File: src/rtl/spi_ram_arbiter.sv
// ---------------------------------------------------------------------------
// spi_ram_arbiter
//
// Purpose:
//    Sits between an SPI slave and a single-port RAM. Ten-bit SPI command
//    words are decoded into address loads, RAM writes and RAM reads. The one
//    RAM port is shared round-robin with a local host port. SPI read data is
//    returned on tx_data and held valid for TX_HOLD cycles, which gives the
//    slave time to shift it out on MISO.
//
// Ports:
//    clk, rst        clock (rising edge) and asynchronous active-high reset
//    rx_data/valid   SPI command word ([9:8] opcode, [7:0] payload) and strobe
//    tx_data/valid   SPI read data back to the slave, valid TX_HOLD cycles
//    host_*          level request port: req/we/addr/wdata in, ack/rdata out
//    mem_*           single-port RAM: en/we/addr/din out, dout in (1-cycle read)
//    spi_ovf         sticky flag, an SPI access was dropped while one pended
// ---------------------------------------------------------------------------
module spi_ram_arbiter #(
   parameter int ADDR_SIZE = 8,
   parameter int TX_HOLD   = 8
) (
   input  logic                 clk,
   input  logic                 rst,
   input  logic [9:0]           rx_data,
   input  logic                 rx_valid,
   output logic [7:0]           tx_data,
   output logic                 tx_valid,
   input  logic                 host_req,
   input  logic                 host_we,
   input  logic [ADDR_SIZE-1:0] host_addr,
   input  logic [7:0]           host_wdata,
   output logic                 host_ack,
   output logic [7:0]           host_rdata,
   output logic                 mem_en,
   output logic                 mem_we,
   output logic [ADDR_SIZE-1:0] mem_addr,
   output logic [7:0]           mem_din,
   input  logic [7:0]           mem_dout,
   output logic                 spi_ovf
);

   localparam int CNT_W = $clog2(TX_HOLD + 1);

   typedef enum logic [2:0] {
      IDLE,
      SPI_ACC,
      SPI_CAP,
      HOST_ACC,
      HOST_CAP
   } state_t;

   state_t                 state_q, state_d;
   logic [ADDR_SIZE-1:0]   wr_addr_q, wr_addr_d;
   logic [ADDR_SIZE-1:0]   rd_addr_q, rd_addr_d;
   logic                   pend_q, pend_d;
   logic                   pend_we_q, pend_we_d;
   logic [ADDR_SIZE-1:0]   pend_addr_q, pend_addr_d;
   logic [7:0]             pend_data_q, pend_data_d;
   logic                   spi_ovf_q, spi_ovf_d;
   logic                   last_spi_q, last_spi_d;
   logic                   host_we_q, host_we_d;
   logic [ADDR_SIZE-1:0]   host_addr_q, host_addr_d;
   logic [7:0]             host_wdata_q, host_wdata_d;
   logic [7:0]             tx_data_q, tx_data_d;
   logic [CNT_W-1:0]       tx_cnt_q, tx_cnt_d;
   logic [7:0]             host_rdata_q, host_rdata_d;
   logic [ADDR_SIZE-1:0]   mem_addr_q, mem_addr_d;
   logic [7:0]             mem_din_q, mem_din_d;
   logic                   spi_wins;

   always_ff @(posedge clk or posedge rst) begin
      if (rst) begin
         state_q      <= IDLE;
         wr_addr_q    <= '0;
         rd_addr_q    <= '0;
         pend_q       <= 1'b0;
         pend_we_q    <= 1'b0;
         pend_addr_q  <= '0;
         pend_data_q  <= '0;
         spi_ovf_q    <= 1'b0;
         last_spi_q   <= 1'b0;
         host_we_q    <= 1'b0;
         host_addr_q  <= '0;
         host_wdata_q <= '0;
         tx_data_q    <= '0;
         tx_cnt_q     <= '0;
         host_rdata_q <= '0;
         mem_addr_q   <= '0;
         mem_din_q    <= '0;
      end else begin
         state_q      <= state_d;
         wr_addr_q    <= wr_addr_d;
         rd_addr_q    <= rd_addr_d;
         pend_q       <= pend_d;
         pend_we_q    <= pend_we_d;
         pend_addr_q  <= pend_addr_d;
         pend_data_q  <= pend_data_d;
         spi_ovf_q    <= spi_ovf_d;
         last_spi_q   <= last_spi_d;
         host_we_q    <= host_we_d;
         host_addr_q  <= host_addr_d;
         host_wdata_q <= host_wdata_d;
         tx_data_q    <= tx_data_d;
         tx_cnt_q     <= tx_cnt_d;
         host_rdata_q <= host_rdata_d;
         mem_addr_q   <= mem_addr_d;
         mem_din_q    <= mem_din_d;
      end
   end

   // RAM-side and host-side outputs are decoded from the current state.
   // Outside the ACC states the address/data buses replay their last value.
   // host_rdata bypasses mem_dout in HOST_CAP so the data lines up with ack.
   always_comb begin
      mem_en     = 1'b0;
      mem_we     = 1'b0;
      mem_addr   = mem_addr_q;
      mem_din    = mem_din_q;
      host_ack   = 1'b0;
      host_rdata = host_rdata_q;
      case (state_q)
         SPI_ACC: begin
            mem_en   = 1'b1;
            mem_we   = pend_we_q;
            mem_addr = pend_addr_q;
            mem_din  = pend_data_q;
         end
         HOST_ACC: begin
            mem_en   = 1'b1;
            mem_we   = host_we_q;
            mem_addr = host_addr_q;
            mem_din  = host_wdata_q;
            host_ack = host_we_q;
         end
         HOST_CAP: begin
            host_ack   = 1'b1;
            host_rdata = mem_dout;
         end
         default: ;
      endcase
   end

   // SPI wins arbitration when it alone is pending, or on a tie when the
   // host had the previous grant.
   assign spi_wins = pend_q && (!host_req || !last_spi_q);

   always_comb begin
      state_d      = state_q;
      wr_addr_d    = wr_addr_q;
      rd_addr_d    = rd_addr_q;
      pend_d       = pend_q;
      pend_we_d    = pend_we_q;
      pend_addr_d  = pend_addr_q;
      pend_data_d  = pend_data_q;
      spi_ovf_d    = spi_ovf_q;
      last_spi_d   = last_spi_q;
      host_we_d    = host_we_q;
      host_addr_d  = host_addr_q;
      host_wdata_d = host_wdata_q;
      tx_data_d    = tx_data_q;
      tx_cnt_d     = (tx_cnt_q != '0) ? tx_cnt_q - CNT_W'(1) : '0;
      host_rdata_d = host_rdata_q;
      mem_addr_d   = mem_addr;
      mem_din_d    = mem_din;

      case (state_q)
         IDLE: begin
            if (spi_wins) begin
               state_d    = SPI_ACC;
               last_spi_d = 1'b1;
            end else if (host_req) begin
               state_d      = HOST_ACC;
               last_spi_d   = 1'b0;
               host_we_d    = host_we;
               host_addr_d  = host_addr;
               host_wdata_d = host_wdata;
            end
         end
         SPI_ACC: begin
            pend_d  = 1'b0;
            state_d = pend_we_q ? IDLE : SPI_CAP;
         end
         SPI_CAP: begin
            tx_data_d = mem_dout;
            tx_cnt_d  = CNT_W'(TX_HOLD);
            state_d   = IDLE;
         end
         HOST_ACC: begin
            state_d = host_we_q ? IDLE : HOST_CAP;
         end
         HOST_CAP: begin
            host_rdata_d = mem_dout;
            state_d      = IDLE;
         end
         default: state_d = IDLE;
      endcase

      // Command decode is independent of the FSM. pend_q is still set during
      // SPI_ACC, so a command arriving in that cycle counts as an overflow.
      if (rx_valid) begin
         case (rx_data[9:8])
            2'b00: wr_addr_d = rx_data[ADDR_SIZE-1:0];
            2'b10: rd_addr_d = rx_data[ADDR_SIZE-1:0];
            2'b01: begin
               if (!pend_q) begin
                  pend_d      = 1'b1;
                  pend_we_d   = 1'b1;
                  pend_addr_d = wr_addr_q;
                  pend_data_d = rx_data[7:0];
               end else begin
                  spi_ovf_d = 1'b1;
               end
            end
            default: begin
               if (!pend_q) begin
                  pend_d      = 1'b1;
                  pend_we_d   = 1'b0;
                  pend_addr_d = rd_addr_q;
               end else begin
                  spi_ovf_d = 1'b1;
               end
            end
         endcase
      end
   end

   assign tx_data  = tx_data_q;
   assign tx_valid = (tx_cnt_q != '0);
   assign spi_ovf  = spi_ovf_q;

endmodule

File: config.mk
export PLATFORM = sky130hd
export DESIGN_NAME = spi_ram_arbiter
export DESIGN_NICKNAME = d
export VERILOG_FILES = /design/src/rtl/spi_ram_arbiter.sv
export SDC_FILE = /design/constraint.sdc
export NUM_CORES = 1
export LEC_CHECK = 0
export ABC_AREA = 1
export BUFFER_PORTS_ARGS = -buffer_cell sky130_fd_sc_hd__buf_2
export CAP_MARGIN = 20
export CORE_MARGIN = 3
export CORE_UTILIZATION = 50
export CTS_CLUSTER_DIAMETER = 80
export CTS_CLUSTER_SIZE = 8
export DETAILED_ROUTE_END_ITERATION = 7
export PLACE_DENSITY_LB_ADDON = 0.1
export SETUP_SLACK_MARGIN = 0.4
export SYNTH_ARGS = -nofsm -noshare
export SYNTH_HDL_FRONTEND = slang
export SYNTH_SLANG_ARGS = --single-unit
File: constraint.sdc
create_clock -name clk -period 3.4 [get_ports clk]
set_input_delay 0.34 -clock clk [delete_from_list [all_inputs] [get_ports clk]]
set_output_delay 0.34 -clock clk [all_outputs]
set_load 0.02 [all_outputs]
==> results of run 1 <==
cell families (layout without fill, tap and decap cells):
kind of cell | count (synthesis) | count (layout)
fa+ha+maj | 2 | 2
simple gates | 227 | 227
xor+xnor | 1 | 1
buf+inv | 52 | 131
flops | 92 | 92
compound gates | 54 | 54
placed cells by master (no fill, tap or decap), types with 2 or more instances in the layout:
cell      Yosys  final
buf_4         1      3
nand2_1     158    158
inv_2         3      3
inv_1        35     34
o21ai_0      44     44
ha_1          2      2
o21ai_1       7      7
nand3_1      39     39
buf_2         6     75
nor2_1       19     19
dfrtp_1      92     92
nand2_4       3      3
nor2_4        3      3
clkinv_2      0      2
nand2_2       2      2
clkbuf_8      0     11
state kept, by name (all words and copies together), names as in the netlist:
signal	flops
last_spi_q	1
rd_addr_q	8
mem_addr_q	8
wr_addr_q	8
pend_addr_q	8
host_addr_q	8
spi_ovf	1
host_wdata_q	8
host_we_q	1
state_q	3
tx_data	8
tx_cnt_q	4
pend_q	1
pend_we_q	1
pend_data_q	8
host_rdata_q	8
mem_din_q	8
layer usage:
metal / vias up / routed length, µm
met4: 0 / 100
met2: 77 / 3870
li1: 1500 / -
met1: 1395 / 3630
met3: 8 / 368
met5: - / 0
worst max-delay path by stage:
| stage | start | to | slack, ns | cells past startpoint |
|---|---|---|---|---|
| after floorplan | rst | host_addr_q[0] | 0.67 | 1 |
| after global placement | state_q[2] | mem_din[0] | 1.57 | 6 |
| after detailed placement | state_q[2] | mem_addr[7] | 1.51 | 6 |
| after CTS | state_q[2] | mem_addr[7] | 1.13 | 6 |
| after global routing | state_q[2] | mem_din[0] | 1.0 | 6 |
| final | state_q[2] | mem_addr[7] | 1.14 | 6 |
where the power goes:
part	switching [mW]	internal [mW]	leakage, nW	total [mW]
Clock	0.345	0.372	0.0983	0.717
Sequential	0.260	1.54	1.14	1.80
Combinational	1.09	0.518	1.16	1.60
Total	1.69	2.43	2.40	4.12
per-stage QoR:
step                setup WS, ns  utilization (%)
global placement            1.57             58.0
finish                      1.14             60.6
detailed placement          1.51             58.0
CTS                         1.13             60.6
floorplan                  0.668                -
global route               0.999             60.6
area by class of cell:
type                       count  area [µm²]
sequential                    92        2300
clock inverter                 2        35.0
timing repair buffer          78         398
fill                         659        2890
multi-input combinational    284        1280
clock buffer                  12         155
tap                           99         124
inverter                      39         150
critical path: cells and delay by family, from the launching register on:
kind	cells	cell delay [ns]
buffers and inverters	2	0.34
and+or+nand+nor	4	0.82
DFF	1	0.42
==> results.md, run 1 <==
* Critical Path, Cell by Cell: inv_2 > nand2_4 > nor2_4 > nand2_1 > nand3_1 > buf_2
* Core area at 7330 µm²
* Postcts setup bufs at 0
* Syn Nets at 469
* Wire per inst at 13.2 µm
* Worst rel slew slack at 63.1%
* Grt peak-use layer: met2
* Status: completed
* Seq cells post-synth at 92
* Adder-cell area share of the yosys netlist at 0.655%
* Post-synth top area cell: dfrtp_1
* Post-synth top cells: nand2_1, dfrtp_1, o21ai_0
* HPWL Detailed at 5630 µm
* Worst Clk Skew at 0.00564 ns
* Via density at 4.92
* RR Startpoint: state_q[2]
* Yosys top cell area share at 60.3%
* GRT Total Usage at 19.9%
* Post-synth EDFFs at 0
* Dominant cells by area after synthesis: dfrtp_1, nand2_1, o21ai_0, nand3_1, inv_1
* Hold_ws at 0.0226 ns
* CTS Buffer Depth at 2
* Final wirelength at 7970 µm
* Simple-Gate Fraction of Synth Area at 25.2%
* Routability cong. at 0.794
* Post-Place Cells at 592
* Gr ovfl total at 0
* YS warnings at 0
* CP Max Fanout at 19
* Final net count at 545
* Fin. Hold Viols at 0
* H-tree Lvls at 3
* TritonCTS Sinks at 92
* Worst IR drop on VDD at 473 µV
* Fin Setup TNS at 0 ns
* CTS Buf Count at 9
* Drt first pass iters at 4
* Max Clock Freq at 442 MHz
* Total Power at 4.12 mW
* Critical path's largest stage delay at 0.42 ns
* CTS root buf: clkbuf_8
* Vias in the first global route at 2860
* Initial antenna violation count at 0
* Met2 usage at 31.5%
* Critical path capture point type: primary output
* I/O Pins at 76
* Syn Inst Count at 428
* Antenna cells at 0
* Placed instance area at 4250 µm²
* Met3 Use GR at 4.59%
* Area grow syn2layout at 16.3%
* Max Cap Violations at 0
* Largest net degree at the start of global routing at 34
* Critical path class: flip-flop to primary output
* Dominant synthesized flop cell: dfrtp_1
* Async SR Flop Fraction at 100%
* Crit share post-route at 66.5%
* Cell Area, Synth at 3820 µm²
* Non-Filler Instances at 606
* RSZ-0062 raised after global routing: no
* Max Slew Vio Count at 0
* Worst EP arrival at 1.92 ns
* Routed via count at 2980
* Share of cells above drive strength 1 at 20.9%
* Reg2reg end: mem_addr_q[7]
* PwrDens at 928 nW/µm²
* Mux cell area share after synthesis at 0%
* Row cnt at 31
* Count of different cell masters after synthesis at 24
* Syn Area/Cell at 8.93 µm²
* CTS tree: yes
* Critical path required time at 3.06 ns
* Post-route cell area at 4440 µm²
* Sequential area share after synthesis at 60.3%
* Finish-stage setup viols at 0
* Critical Path Start Type: flip-flop
* Met1 GRT Util at 27.2%
* DRC at 0
* Leakage dissipation at 2.40 nW
* Starting Density at 52.1%
* Worst Tran Pin Value at 0.551 ns
* Most common cell in the netlist: nand2_1
* Tmin final at 2.26 ns
* R2R Setup Slk at 1.92 ns
* CP max stage cell: dfrtp_1
* Die X at 93.4 µm
* Initial DRC Count at 114
* Hold Crit Class: primary input to asynchronous set/reset pin
* Reg2reg path depth at 5
* First-pass GRT wire length at 13500 µm
* Area fraction in compound gates after synthesis at 7.44%
* Die Height at 93.4 µm
* Largest family of logic cells by synthesized area: simple AND/OR/NAND/NOR gates
* # port buffers at 75
* Clock edge transition at the registers on the reported setup and hold paths at 0.08 ns
* Post-CTS sizing at 0
* Die ar. at 8720 µm²
* Worst-Skew Late Latency at 0.34 ns
* Hold bufs inserted after CTS at 0
* Final ANT Viol Nets at 0
* Xor/xnor share of the synthesized area at 0.229%
Power figures use the tool's default switching activity.
==> run 2: changes to the inputs <==
--- a/config.mk
+++ b/config.mk
@@ -5,7 +5,7 @@
 export SDC_FILE = /design/constraint.sdc
 export NUM_CORES = 1
 export LEC_CHECK = 0
-export ABC_AREA = 1
+export ABC_AREA = 0
 export BUFFER_PORTS_ARGS = -buffer_cell sky130_fd_sc_hd__buf_2
 export CAP_MARGIN = 20
 export CORE_MARGIN = 3
==> constraint.sdc (replaced) <==
create_clock -name clk -period 2.32 [get_ports clk]
set_input_delay 0.232 -clock clk [delete_from_list [all_inputs] [get_ports clk]]
set_output_delay 0.232 -clock clk [all_outputs]
set_load 0.02 [all_outputs]
==> run 2 against run 1 <==
First-iteration DRC count fell by 26%. Largest power group is now combinational cells. Worst hold slack got worse by 0.0062 ns. Die area fell by 0.61%. Cell area rose by 6.9%. Critical path type unchanged. Wire length fell by 8.0%. Highest routed layer unchanged. Global-route usage fell by 2.1 points. Clock skew rose by 0.0060 ns. Sequential cell count did not move.
==> results.md, run 2 <==
* Vias in the first global route at 2425 (was 2860)
* YS warnings at 0 (unchanged)
* Seq cells post-synth at 92 (unchanged)
* Xor/xnor share of the synthesized area at 0.231% (was 0.229%)
* Hold Crit Class: primary input to asynchronous set/reset pin (unchanged)
* Filler cells at 587 (was 659)
* Post-synth EDFFs at 0 (unchanged)
* Dominant synthesized flop cell: dfrtp_1 (unchanged)
* Syn Nets at 315 (was 469)
* Initial DRC Count at 84 (was 114)
* Count of different cell masters after synthesis at 33 (was 24)
* I/O Pins at 76 (unchanged)
* Antenna cells at 0 (unchanged)
* Share of cells above drive strength 1 at 48.1% (was 20.9%)
* Leakage dissipation at 2.26 nW (was 2.40 nW)
* Highest-count cells in the layout ignoring fill and taps: dfrtp_1, buf_2, mux2_2, nand2_1, mux2i_1 (was nand2_1, dfrtp_1, buf_2, o21ai_0, nand3_1)
* Critical path required time at 2.09 ns (was 3.06 ns)
* Critical path class: flip-flop to primary output (unchanged)
* Gr ovfl total at 0 (unchanged)
* Worst EP arrival at 1.69 ns (was 1.92 ns)
* Max Slew Vio Count at 0 (unchanged)
* Most common cell in the netlist: dfrtp_1 (was nand2_1)
* Critical path capture point type: primary output (unchanged)
* Yosys top cell area share at 60.7% (was 60.3%)
* Status: completed (unchanged)
* Largest net degree at the start of global routing at 93 (was 34)
* DRC at 0 (unchanged)
* Starting Density at 52.0% (was 52.1%)
* Core area at 7290 µm² (was 7330 µm²)
* HPWL Detailed at 5000 µm (was 5630 µm)
* Final net count at 406 (was 545)
* Die X at 93.1 µm (was 93.4 µm)
* PwrDens at 1440 nW/µm² (was 928 nW/µm²)
* First-pass GRT wire length at 11900 µm (was 13500 µm)
* CTS root buf: clkbuf_8 (unchanged)
* Syn Area/Cell at 13.8 µm² (was 8.93 µm²)
* Final wirelength at 7340 µm (was 7970 µm)
* Initial antenna violation count at 0 (unchanged)
* CTS tree: yes (unchanged)
* Worst-Skew Late Latency at 0.36 ns (was 0.34 ns)
* Final Util at 65.1% (was 60.6%)
* Critical Path Start Type: flip-flop (unchanged)
* R2R Setup Slk at 0.50 ns (was 1.92 ns)
* RSZ-0062 raised after global routing: yes (was no)
* CP Max Fanout at 8 (was 19)
* # port buffers at 75 (unchanged)
* GRT Total Usage at 17.7% (was 19.9%)
* Fin Setup TNS at 0 ns (unchanged)
* Cell Area, Synth at 3790 µm² (was 3820 µm²)
* Dominant cells by area after synthesis: dfrtp_1, mux2_2, mux2i_1, mux2_4, o21ai_0 (was dfrtp_1, nand2_1, o21ai_0, nand3_1, inv_1)
* Worst rel slew slack at 55.9% (was 63.1%)
* Post-synth top cells: dfrtp_1, mux2_2, nand2_1 (was nand2_1, dfrtp_1, o21ai_0)
* Mux cell area share after synthesis at 24.2% (was 0%)
* Adder-cell area share of the yosys netlist at 0.659% (was 0.655%)
* Commonest non-fill, non-tap cell in the layout: dfrtp_1 (was nand2_1)
* Area fraction in compound gates after synthesis at 4.95% (was 7.44%)
* RR Startpoint: state_q[0] (was state_q[2])
* Simple-Gate Fraction of Synth Area at 7.29% (was 25.2%)
* Via density at 5.04 (was 4.92)
* Clock edge transition at the registers on the reported setup and hold paths at 0.09 ns (was 0.08 ns)
* Finish-stage setup viols at 0 (unchanged)
* Worst IR drop on VDD at 448 µV (was 473 µV)
* Wire per inst at 15.6 µm (was 13.2 µm)
* Syn Inst Count at 274 (was 428)
* Drt first pass iters at 4 (unchanged)
* Reg2reg end: host_addr_q[2] (was mem_addr_q[7])
* Max Clock Freq at 521 MHz
* Die ar. at 8670 µm² (was 8720 µm²)
* CTS Buf Count at 9 (unchanged)
* Routed via count at 2362 (was 2980)
* Routability cong. at 0.752 (was 0.794)
* Tmin final at 1.92 ns
* Fin. Hold Viols at 0 (unchanged)
* Crit share post-route at 82.8%
* TritonCTS Sinks at 92 (unchanged)
* Row cnt at 31 (unchanged)
* Async SR Flop Fraction at 100% (unchanged)
* Worst Clk Skew at 0.0117 ns (was 0.00564 ns)
* Die Height at 93.1 µm (was 93.4 µm)
* Max Cap Violations at 0 (unchanged)
* Largest family of logic cells by synthesized area: multiplexers (was simple AND/OR/NAND/NOR gates)
* Reg2reg path depth at 5 (unchanged)
* Post-synth top area cell: dfrtp_1 (unchanged)
* Area grow syn2layout at 25.2% (was 16.3%)
* H-tree Lvls at 3 (unchanged)
* Final ANT Viol Nets at 0 (unchanged)
* Worst Tran Pin Value at 0.658 ns (was 0.551 ns)
* Sequential area share after synthesis at 60.7% (was 60.3%)
* CTS Buffer Depth at 2 (unchanged)
==> run 2: cell count changes after synthesis, sizes merged, moves of 18 or more <==
cell   delta
mux2     +57
nand3    -39
mux2i    +24
inv      -34
nor2     -18
o21ai    -26
nand2   -137
==> run 2: layer usage <==
layer | vias up | part of all wire (%) | global-route usage, %
met2 | 48 | 48 | 28.0
met4 | 0 | 2.0 | 8.06
li1 | 1139 | - | -
met5 | - | 0 | 0
met3 | 10 | 3.4 | 3.54
met1 | 1165 | 46 | 23.7
==> run 2: through the flow <==
stage	hold WS [ns]	power [mW]	setup WS, ns	std cells	cell area [µm²]
after floorplan	0.336	4.49	0.661	274	3800
after global placement	0.409	5.18	0.628	444	4310
after detailed placement	0.414	5.25	0.594	444	4310
after CTS	0.0157	6.83	0.384	465	4690
after global routing	0.0422	7.29	0.336	469	4750
final	0.0164	6.86	0.400	469	4750
==> run 2: logic make-up after synthesis <==
family | Yosys count
DFF | 92
AOI/OAI and AO/OA | 34
muxes | 81
buffers and inverters | 16
xor gates and xnor gates | 1
adders and majority gates | 2
and+or+nand+nor | 48
==> run 2: worst max path at each step <==
stage | endpoint | cells after the start | slack [ns] | from
6_report | host_rdata[1] | 4 | 0.40 | state_q[0]
5_1_grt | host_rdata[1] | 4 | 0.34 | state_q[0]
4_1_cts | host_rdata[6] | 4 | 0.38 | state_q[1]
3_5_place_dp | host_rdata[3] | 3 | 0.59 | state_q[0]
3_3_place_gp | host_rdata[1] | 3 | 0.63 | state_q[0]
2_1_floorplan | mem_addr[0] | 4 | 0.66 | state_q[2]
==> run 2: layout make-up <==
| cell class | instances | area [µm²] | share of cell area, % |
|---|---|---|---|
| Clock buffer | 10 | 138 | 2.90 |
| Clock inverter | 6 | 134 | 2.82 |
| Inverter | 5 | 22.5 | 0.474 |
| Multi-Input combinational cell | 166 | 1450 | 30.5 |
| Sequential cell | 92 | 2300 | 48.5 |
| Tap cell | 99 | 124 | 2.61 |
| Timing Repair Buffer | 91 | 577 | 12.1 |
==> run 2: critical path: stages, from the launching register on <==
cell and delay [ns]:
dfrtp_2 0.45, nor3b_4 0.27, buf_12 0.17, mux2_4 0.31, buf_6 0.13
==> run 2: where the power goes <==
part           switching (mW)  internal [mW]  total, mW
logic                    1.45           1.34       2.79
registers               0.363           2.29       2.66
clock network           0.553          0.856       1.41
total                    2.37           4.49       6.86
==> run 2: repair_timing <==
item	CTS	global route
gates resized for setup	20	16
endpoints found under the setup margin	24	17
hold buffers	0	0
pin swaps	1	1
buffers inserted	5	4
endpoints found under the hold margin	0	0
==> run 3: changes to the inputs <==
--- a/config.mk
+++ b/config.mk
@@ -5,7 +5,7 @@
 export SDC_FILE = /design/constraint.sdc
 export NUM_CORES = 1
 export LEC_CHECK = 0
-export ABC_AREA = 0
+export ABC_AREA = 1
 export BUFFER_PORTS_ARGS = -buffer_cell sky130_fd_sc_hd__buf_2
 export CAP_MARGIN = 20
 export CORE_MARGIN = 3
==> constraint.sdc (replaced) <==
create_clock -name clk -period 1.9 [get_ports clk]
set_input_delay 0.19 -clock clk [delete_from_list [all_inputs] [get_ports clk]]
set_output_delay 0.19 -clock clk [all_outputs]
set_load 0.02 [all_outputs]
==> run 3 against run 2 <==
Core utilization up 2.3 points. Cell area up 4.1%. Total power up 23%. Largest power group unchanged. Global-route usage up 3.6 points. Sequential cell count unchanged. Combinational power up 42%. Die area up 0.61%. Via count up 31%. Clock skew down 0.0016 ns.
==> results.md, run 3 (same netlist as run 1, synthesis figures left out) <==
* CTS Buf Count at 9 (unchanged)
* Worst Clk Skew at 0.0100 ns (was 0.0117 ns)
* Highest-count cells in the layout ignoring fill and taps: nand2_1, dfrtp_1, buf_2, o21ai_0, inv_1 (was dfrtp_1, buf_2, mux2_2, nand2_1, mux2i_1)
* Critical path required time at 1.71 ns (was 2.09 ns)
* Hold Crit Class: primary input to flip-flop (was primary input to asynchronous set/reset pin)
* Finish-stage setup viols at 0 (unchanged)
* PwrDens at 1710 nW/µm² (was 1440 nW/µm²)
* CTS root buf: clkbuf_8 (unchanged)
* TritonCTS Sinks at 92 (unchanged)
* Die Height at 93.4 µm (was 93.1 µm)
* Max Clock Freq at 574 MHz
* HPWL Detailed at 5860 µm (was 5000 µm)
* Post-Place Cells at 593 (was 444)
* H-tree Lvls at 3 (unchanged)
* Final net count at 564 (was 406)
* Drt first pass iters at 4 (unchanged)
* RSZ-0062 raised after global routing: yes (unchanged)
* NetSw at 3.45 mW (was 2.37 mW)
* Share of cells above drive strength 1 at 29.1% (was 48.1%)
* Tmin final at 1.74 ns
* Vias in the first global route at 3018 (was 2425)
* Worst EP arrival at 1.55 ns (was 1.69 ns)
* Worst-Skew Late Latency at 0.34 ns (was 0.36 ns)
* Routed via count at 3091 (was 2362)
* Clock edge transition at the registers on the reported setup and hold paths at 0.08 ns (was 0.09 ns)
* Reg area at 2310 µm² (was 2300 µm²)
* Gr ovfl total at 0 (unchanged)
* Non-Filler Instances at 625 (was 469)
* CP Max Fanout at 8 (unchanged)
* Max Slew Vio Count at 0 (unchanged)
* GRT Total Usage at 21.3% (was 17.7%)
* Critical path class: flip-flop to primary output (unchanged)
* Row cnt at 31 (unchanged)
* Die X at 93.4 µm (was 93.1 µm)
* Initial DRC Count at 172 (was 84)
* Combinational power share at 46.8% (was 40.7%)
* Wire per inst at 14.3 µm (was 15.6 µm)
* Filler cells at 607 (was 587)
* Crit share post-route at 91.7%
* Die ar. at 8720 µm² (was 8670 µm²)
* Worst Tran Pin Value at 0.560 ns (was 0.658 ns)
* Area grow syn2layout at 29.5% (was 25.2%)
* Max Cap Violations at 0 (unchanged)
* Multi-input gate area at 1490 µm² (was 1450 µm²)
* Worst IR drop on VDD at 987 µV (was 448 µV)
* Commonest non-fill, non-tap cell in the layout: nand2_1 (was dfrtp_1)
* Sw frac at 40.8% (was 34.5%)
* Antenna cells at 0 (unchanged)
* Leakage dissipation at 2.60 nW (was 2.26 nW)
* Via density at 4.95 (was 5.04)
* Critical path capture point type: primary output (unchanged)
* Critical Path Start Type: flip-flop (unchanged)
* DRC at 0 (unchanged)
* I/O Pins at 76 (unchanged)
* Worst rel slew slack at 62.6% (was 55.9%)
* Fin. Hold Viols at 0 (unchanged)
* Fin Setup TNS at 0 ns (unchanged)
* Initial antenna violation count at 0 (unchanged)
* Starting Density at 52.1% (was 52.0%)
* Final wirelength at 8930 µm (was 7340 µm)
* Routability cong. at 0.809 (was 0.752)
* Int Power at 5.00 mW (was 4.49 mW)
* Clk pwr share at 14.4% (was 20.5%)
* # port buffers at 75 (unchanged)
* Seq pwr share at 38.7% (about the same)
* Largest net degree at the start of global routing at 49 (was 93)
* Core area at 7330 µm² (was 7290 µm²)
* Status: completed (unchanged)
* First-pass GRT wire length at 14700 µm (was 11900 µm)
* CTS Buffer Depth at 2 (unchanged)
* Final ANT Viol Nets at 0 (unchanged)
* CTS tree: yes (unchanged)
==> run 3: layer usage <==
| layer | GRT usage [%] | share of wire (%) |
|---|---|---|
| met3 | 2.74 | 3.2 |
| met4 | 6.96 | 1.4 |
| met2 | 35.9 | 51 |
| met5 | 0 | 0 |
| met1 | 28.7 | 44 |
==> run 3: critical path, stage by stage (launching register included) <==
cell	delay, ns
dfrtp_2	0.48
nor2_4	0.16
buf_4	0.13
nand2_4	0.10
nand2_2	0.10
o21ai_4	0.07
buf_4	0.16
==> run 3: final timing paths <==
check,startpoint,to,slack (ns),cells past startpoint
min in group asynchronous,rst,tx_data[4],0.41,3
max,state_q[0],host_rdata[6],0.16,6
min reg2reg,tx_cnt_q[0],tx_cnt_q[0],0.46,1
min,host_wdata[3],host_wdata_q[3],0.07,3
max in group asynchronous,rst,state_q[1],0.80,4
max reg2reg,state_q[0],host_wdata_q[2],0.44,8
==> run 3: final cells by class <==
class	count	area share, %
sequential	92	46.6
multi-input combinational	287	30.2
timing repair buffer	94	13.9
inverter	39	3.34
clock buffer	11	2.66
tap	99	2.50
clock inverter	3	0.810
==> run 3: metrics by stage <==
| step | hold slack, ns | power (mW) | setup slack [ns] | util, % | instance area, µm² |
|---|---|---|---|---|---|
| 6_report | 0.0737 | 8.45 | 0.158 | 67.5 | 4950 |
| 3_5_place_dp | 0.243 | 6.19 | 0.207 | 58.3 | 4280 |
| 5_1_grt | 0.0783 | 9.04 | 0.0995 | 67.5 | 4950 |
| 2_1_floorplan | 0.335 | 5.30 | 0.291 | - | 3820 |
| 4_1_cts | 0.0582 | 8.09 | 0.180 | 65.1 | 4770 |
| 3_3_place_gp | 0.239 | 6.11 | 0.253 | 58.3 | 4280 |
==> run 3: repair_timing <==
item,CTS,global route
pin swaps,3,4
cloned,0,3
gates resized for setup,70,20
hold buffers,1,0
endpoints found under the setup margin,26,45
setup buffers,8,6
endpoints found under the hold margin,20,0
==> run 3: power groups by stage <==
stage | combinational [mW] | clock (mW) | sequential [mW]
3_5_place_dp | 2.92 | 0 | 3.28
4_1_cts | 3.59 | 1.25 | 3.26
6_report | 3.96 | 1.22 | 3.28
2_1_floorplan | 2.07 | 0 | 3.22
5_1_grt | 4.36 | 1.32 | 3.36
3_3_place_gp | 2.84 | 0 | 3.27
